--- src/rtl/jtpang_objdma_if.sv ---
// jtpang_objdma_if: Z80 bus handshake, VRAM read port and object table write port
// seen from the DMA controller (master) and its environment (slave).
interface jtpang_objdma_if;
    logic       busrq;
    logic       busak_n;
    logic [8:0] dma_addr;
    logic [7:0] dma_din;
    logic       tbl_we;
    logic [9:0] tbl_addr;
    logic [7:0] tbl_din;
    modport master(output busrq, dma_addr, tbl_we, tbl_addr, tbl_din, input busak_n, dma_din);
    modport slave(input busrq, dma_addr, tbl_we, tbl_addr, tbl_din, output busak_n, dma_din);
endinterface

--- src/rtl/jtpang_objdma.sv ---
// jtpang_objdma: copies the VRAM object area into the idle half of the object table.
// Optional JTPANG_DMA_VBL_EN: a trigger only starts the transfer during vertical blank.
module jtpang_objdma #(
    parameter int LEN = 512
) (
    input  logic clk,
    input  logic rst,
    input  logic cen,
    input  logic LVBL,
    input  logic dma_go,
    output logic bank,
    output logic busy,
    jtpang_objdma_if.master bus
);
    localparam logic [2:0] IDLE = 3'd0, REQ = 3'd1, XFER = 3'd2, FLUSH = 3'd3, REL = 3'd4;
    localparam logic [8:0] LAST = 9'(LEN - 1);

    logic [2:0] st;
    logic [8:0] addr;
    logic [9:0] wr_a;
    logic       wr_v, rq, go_l, lvbl_l, pending, swap_pend;
    logic       go_edge, vbl_fall, start;

    assign go_edge  = dma_go & ~go_l;
    assign vbl_fall = lvbl_l & ~LVBL;
`ifdef JTPANG_DMA_VBL_EN
    assign start = (go_edge | pending) & ~LVBL;
`else
    assign start = go_edge | pending;
`endif

    assign bus.busrq    = rq;
    assign bus.dma_addr = addr;
    assign bus.tbl_we   = wr_v;
    assign bus.tbl_addr = wr_a;
    // VRAM data arrives one step after its address, i.e. during the write step
    assign bus.tbl_din  = wr_v ? bus.dma_din : 8'd0;

    always_ff @(posedge clk or posedge rst) begin
        if (rst) begin
            st        <= IDLE;
            addr      <= 9'd0;
            wr_a      <= 10'd0;
            wr_v      <= 1'b0;
            rq        <= 1'b0;
            go_l      <= 1'b0;
            lvbl_l    <= 1'b0;
            pending   <= 1'b0;
            swap_pend <= 1'b0;
            bank      <= 1'b0;
            busy      <= 1'b0;
        end else if (cen) begin
            go_l    <= dma_go;
            lvbl_l  <= LVBL;
            wr_v    <= 1'b0;
            wr_a    <= 10'd0;
            pending <= pending | go_edge;
            if (swap_pend && vbl_fall) begin
                bank      <= ~bank;
                swap_pend <= 1'b0;
            end
            case (st)
                IDLE: if (start) begin
                    st      <= REQ;
                    rq      <= 1'b1;
                    busy    <= 1'b1;
                    addr    <= 9'd0;
                    pending <= 1'b0;
                end
                REQ: if (!bus.busak_n) st <= XFER;
                // a stolen bus freezes both the address and the write stage
                XFER: if (!bus.busak_n) begin
                    wr_v <= 1'b1;
                    wr_a <= {~bank, addr};
                    if (addr == LAST) st <= FLUSH;
                    else addr <= addr + 9'd1;
                end
                FLUSH: begin
                    st        <= REL;
                    rq        <= 1'b0;
                    swap_pend <= 1'b1;
                end
                REL: if (bus.busak_n) begin
                    st   <= IDLE;
                    busy <= 1'b0;
                end
                default: st <= IDLE;
            endcase
        end
    end
endmodule
--- src/flat_wrapper.sv ---
// flat-port wrapper written by rule: the top's interface ports become plain ports
module jtpang_objdma_flat 
#(
    parameter int LEN = 512
)
  (clk, rst, cen, LVBL, dma_go, bank, busy, bus_busrq, bus_dma_addr, bus_tbl_we, bus_tbl_addr, bus_tbl_din, bus_busak_n, bus_dma_din);
  jtpang_objdma_if bus_i ();
  input  logic clk;
  input  logic rst;
  input  logic cen;
  input  logic LVBL;
  input  logic dma_go;
  output logic bank;
  output logic busy;
  output wire logic [$bits(bus_i.busrq)-1:0] bus_busrq;
  output wire logic [$bits(bus_i.dma_addr)-1:0] bus_dma_addr;
  output wire logic [$bits(bus_i.tbl_we)-1:0] bus_tbl_we;
  output wire logic [$bits(bus_i.tbl_addr)-1:0] bus_tbl_addr;
  output wire logic [$bits(bus_i.tbl_din)-1:0] bus_tbl_din;
  input wire logic [$bits(bus_i.busak_n)-1:0] bus_busak_n;
  input wire logic [$bits(bus_i.dma_din)-1:0] bus_dma_din;
  assign bus_busrq = bus_i.busrq;
  assign bus_dma_addr = bus_i.dma_addr;
  assign bus_tbl_we = bus_i.tbl_we;
  assign bus_tbl_addr = bus_i.tbl_addr;
  assign bus_tbl_din = bus_i.tbl_din;
  assign bus_i.busak_n = bus_busak_n;
  assign bus_i.dma_din = bus_dma_din;
  jtpang_objdma #(.LEN(LEN)) u_core (.clk(clk), .rst(rst), .cen(cen), .LVBL(LVBL), .dma_go(dma_go), .bank(bank), .busy(busy), .bus(bus_i));
endmodule
--- config.mk ---
export PLATFORM = sky130hd
export DESIGN_NAME = jtpang_objdma_flat
export DESIGN_NICKNAME = d
export VERILOG_FILES = /design/src/rtl/jtpang_objdma_if.sv /design/src/rtl/jtpang_objdma.sv /design/src/flat_wrapper.sv
export SDC_FILE = /design/constraint.sdc
export NUM_CORES = 1
export LEC_CHECK = 0
export BUFFER_PORTS_ARGS = -buffer_cell sky130_fd_sc_hd__buf_4
export CELL_PAD_IN_SITES_DETAIL_PLACEMENT = 0
export CELL_PAD_IN_SITES_GLOBAL_PLACEMENT = 1
export CORE_MARGIN = 4
export CORE_UTILIZATION = 31
export DETAILED_ROUTE_END_ITERATION = 10
export GPL_ROUTABILITY_DRIVEN = 0
export GPL_TIMING_DRIVEN = 0
export PLACE_DENSITY = 0.7
export SLEW_MARGIN = 20
export SYNTH_ARGS = -nofsm -noshare
export SYNTH_HDL_FRONTEND = slang
export SYNTH_SLANG_ARGS = --single-unit
--- constraint.sdc ---
create_clock -name clk -period 2.7 [get_ports clk]
set_input_delay 0.27 -clock clk [delete_from_list [all_inputs] [get_ports clk]]
set_output_delay 0.27 -clock clk [all_outputs]
set_load 0.005 [all_outputs]
# Yosys cells after proc, flatten, opt, wreduce, memory -nomap -nowiden
# Index checks and enable logic that the tools add are counted.
# word_totals
register_bits,30
in_bits,14
elab_cells,63
# classes
n_reduce_logical,12
n_eq_ne,11
muxes,22
n_bitwise,6
add_sub_neg,1
# ops
op,n
two-way mux 9 bit,3
two-way mux 10 bit,2
case mux 9 bit (2 select lines),1
two-way mux 3 bit,5
case mux 3 bit (5 select lines),1
"adder 9 x 1 -> 9 bit, second input constant",1
"equality test 9 bit, second input constant",1
two-way mux 8 bit,1
"inequality test 2 bit, second input constant",4
nonzero test 2 bit,4
two-way mux 1 bit,7
"equality test 3 x 2 -> 1 bit, second input constant",2
AND reduction 6 bit,1
AND reduction 5 bit,1
"inequality test 2 x 1 -> 1 bit, second input constant",2
case mux 1 bit (2 select lines),2
AND reduction 2 bit,2
AND reduction 4 bit,1
"equality test 3 x 1 -> 1 bit, second input constant",1
"equality test 3 bit, second input constant",1
logical NOT 3 bit,1
NOT 1 bit,3
AND reduction 3 bit,1
AND 1 bit,2
2 further kinds,2

# Depth between registers and ports, before layout
# depth
ltp_word,5
mapped_depth,10
mapped_depth_nobuf,9

# Worst setup path before layout
# Ideal clock, no wire load.
# synth_timing
path_kind,reg-to-reg
startpoint,register u_core.addr[0] (netlist: u_core.bus.dma_addr[0])
endpoint,register u_core.addr[4] (netlist: u_core.bus.dma_addr[4])
setup_time_ns,0.129
path_slack_ns,0.675
arrival_ns,1.896
required_ns,2.571
stages_incl_launch_ff,11
path_cell_list,dfrtp_1 ha_1 and3_1 nand3_1 nor2_1 ha_1 o21ai_1 o311ai_1 buf_6 o21ai_1 o31ai_2
# synth_via
elab_chain_len,4
elab_cells_between_ends,7
# synth_lines
item,line_no,rtl
"start, declared",jtpang_objdma.sv:19,logic [8:0] addr;
"start signal, assigned",jtpang_objdma.sv:76,else addr <= addr + 9'd1;
adder 9 x 1 -> 9 bit,jtpang_objdma.sv:76,
two-way mux 9 bit,jtpang_objdma.sv:75,if (addr == LAST) st <= FLUSH;
two-way mux 9 bit,jtpang_objdma.sv:72,XFER: if (!bus.busak_n) begin
case mux 9 bit (2 select lines),jtpang_objdma.sv:62,case (st)
# Parallel ways exist; a longest one is shown, timed or not. The select of a mux whose other input is x is not followed.
# A chain may end at the register's enable or synchronous reset.

# Worst setup path after layout
# Same ends and word-level chain as after synthesis.

==> run_results.csv <==
group,metric,value,unit
clock_tree,clockBufferDepth,2,
outcome,status,"completed",
clock_tree,htreeDepth,2,
clock_tree,cts_resized,0,
setup_path,cp.required,2.86,ns
sta,slew_violations,0,
drt,vias,1293,
drt,wl_per_cell,14.9,µm
sta,rsz0062_at_grt,"no",
power,ir_worst_vdd,0.329,mV
setup_path,startpoint_type,"flip-flop",
clock_tree,cts_setup_buffers,0,
global_routing,track_usage,0.132,
final_layout,fill_cells,432,
drt,routed_wl,3670,µm
power,p_leak,0.955,nW
clock_tree,clkTransAtPathRegs,0.07,ns
sta,tns,0,ns
sta,hold_viol_final,0,
sta,max_slew.worst_pin.slew,0.630,ns
final_layout,area_growth,32.8,%
floorplanning,die_w,77.2,µm
sta,maxSlewHeadroom,0.579,
drt,ant_nets,0,
sta,fmax,436,MHz
floorplanning,dieArea,0.00596,mm²
yosys,yosysSeqAreaShare,0.505,
floorplanning,ioPinCount,45,
floorplanning,core,0.00450,mm²
yosys,syn_nets,159,
sta,finalCritPeriodShare,0.849,
floorplanning,rows,24,
yosys,netlist_area,0.00149,mm²
yosys,syn_avg_cell_area,10.4,µm²
setup_path,end_kind,"flip-flop",
placed_design,place_hpwl,2810,µm
setup_path,crit_fanout,10,
global_routing,antenna_found_initial,0,
clock_tree,clock_latency,0.28,ns
setup_path,criticalPathCategory,"reg -> reg",
placed_design,io_buffers,44,
drt,dr.first_iter.drc_count,66,
final_layout,final_cells,247,
drt,via_per_inst,5.23,
clock_tree,hold_buffers,0,
min_path,worstHoldPathType,"in -> async",
yosys,synth.distinct_cells,39,
global_routing,grt_pass1_wl,6270,µm
run,max_cap_viol_count,0,
drt,dr.pass1.iters,4,
placed_design,place_inst,239,
final_layout,regArea,751,µm²
final_layout,fin_nets,210,
yosys,yosys_register_bits,30,
final_layout,multi_input_area,668,µm²
clock_tree,root_buffer,"clkbuf_8",
sta,finalSetupViolCount,0,
yosys,syn_inst,143,
power,cellPowerDensity,831,mW/mm²
clock_tree,cts_made_buffers,5,
global_routing,grt_pass1_vias,1274,
clock_tree,cts.sinks,30,
global_routing,grt-ovfl-total,0,
clock_tree,cts_tree,"done",
global_routing,grt_start_max_net_pins,31,
yosys,synth_warnings,0,
floorplanning,die_height,77.2,µm
final_layout,n_antenna_cell,0,
sta,period_minus_slack,2.29,ns
drt,drc,0,
final_layout,drive_gt1_frac,0.344,
floorplanning,initial_utilization,0.330,
setup_path,critPathArrivalTime,2.45,ns
sta,final.setup_skew,0.00480,ns
power by group:
group,leakage (nW),internal (mW),switching (mW)
clock,0.0482,0.205,0.168
sequential,0.384,0.554,0.121
combinational,0.522,0.299,0.291
path summary, 6_finish.rpt:
kind	slack (ns)	start	endpoint	cells past startpoint
hold reg to reg	0.49	u_core.bank$_DFFE_PP0P_	u_core.bank$_DFFE_PP0P_	1
setup / recovery	0.41	u_core.bus.dma_addr[0]$_DFFE_PP0P_	u_core.bus.dma_addr[4]$_DFFE_PP0P_	10
setup reg to reg	0.41	u_core.bus.dma_addr[0]$_DFFE_PP0P_	u_core.bus.dma_addr[4]$_DFFE_PP0P_	10
min in group clk	0.22	dma_go	u_core.go_l$_DFFE_PP0P_	2
max in group asynchronous	2.21	rst	u_core.st[1]$_DFFE_PP0P_	2
hold / removal	0.07	rst	u_core.st[2]$_DFFE_PP0P_	2
cell usage in the layout (no fill, tap or decap), types with 2 or more instances in the layout:
cell type and instances:
a21o_1 2, o21ai_1 6, nand2b_1 2, mux2_2 2, and3_1 2, nor2_1 7, a31oi_1 4, and2_1 8
inv_1 4, dfrtp_1 30, buf_4 45, o31ai_1 2, buf_2 2, ha_1 2, nor2b_1 4, nand3_1 3
a21oi_1 3, clkbuf_1 3, nand2_1 15, nand3b_1 2, a22o_1 11, o21ai_0 9, clkbuf_8 6, a32o_1 2
buf_6 2
cell families after synthesis:
group / after synthesis / share of synthesized area
simple gates: 51 / 0.193
compound gates: 45 / 0.219
flops: 30 / 0.505
buf+inv: 12 / 0.0447
mux: 2 / 0.0152
fa+ha+maj: 2 / 0.0168
xor+xnor: 1 / 0.00590
critical path, stage by stage, from the launching register on:
cell and delay (ns):
dfrtp_1 0.45, ha_1 0.27, and3_1 0.23, nand3_1 0.11
nor2_1 0.06, ha_1 0.20, o21ai_1 0.20, o311ai_1 0.21
buf_6 0.20, o21ai_1 0.15, o31ai_2 0.08
synth_stat cells, drive strengths merged:
library cell / number / share of area
nand3: 3 / 0.010
clkbuf: 2 / 0.0051
a22o: 11 / 0.065
and2: 9 / 0.039
nor3b: 1 / 0.013
nand2: 16 / 0.042
nand2b: 2 / 0.0084
buf: 5 / 0.027
nor4: 1 / 0.0084
a32oi: 1 / 0.0059
nand4b: 1 / 0.0059
nor3: 1 / 0.0034
a21o: 2 / 0.010
and3: 2 / 0.0084
a21oi: 3 / 0.010
o21ai: 16 / 0.056
o311ai: 2 / 0.012
o31ai: 3 / 0.019
or2: 1 / 0.0042
o41ai: 1 / 0.011
a31oi: 4 / 0.017
dfrtp: 30 / 0.51
xnor2: 1 / 0.0059
mux2: 2 / 0.015
nor2b: 4 / 0.017
nand3b: 2 / 0.010
nor2: 7 / 0.018
or3b: 1 / 0.0059
inv: 5 / 0.013
ha: 2 / 0.017
a32o: 2 / 0.013
through the flow:
| stage | area [µm²] | hold slack (ns) | setup slack [ns] | power (mW) | util |
|---|---|---|---|---|---|
| 6_report | 1970 | 0.0745 | 0.407 | 1.64 | 0.438 |
| 5_1_grt | 1970 | 0.144 | 0.235 | 1.76 | 0.438 |
| 4_1_cts | 1970 | 0.103 | 0.400 | 1.66 | 0.438 |
| 3_5_place_dp | 1880 | 0.409 | 0.401 | 1.28 | 0.418 |
| 3_3_place_gp | 1880 | 0.478 | 0.452 | 1.26 | 0.418 |
| 2_1_floorplan | 1490 | 0.361 | 0.675 | 1.02 | - |
layout make-up:
type                       count  area share
inverter                       5     0.00952
buffer                         7      0.0241
multi-input combinational    101       0.339
timing repair buffer          44       0.168
clock buffer                   7      0.0438
clock inverter                 1     0.00254
tap                           52      0.0330
sequential                    30       0.381
per-layer routing:
metal  part of all wire  track usage
met1               0.44        0.158
met2               0.47        0.213
met3              0.072       0.0504
met4              0.015       0.0480
met5                  0            0
registers in the layout, summed over array words and instances, names as in the netlist:
register / cells
u_core.bus.tbl_addr: 10
u_core.busy: 1
u_core.bus.dma_addr: 9
u_core.bus.busrq: 1
u_core.swap_pend: 1
u_core.bank: 1
u_core.lvbl_l: 1
u_core.go_l: 1
u_core.st: 3
u_core.pending: 1
u_core.bus.tbl_we: 1
No activity file was read; power rests on OpenSTA's default activity.
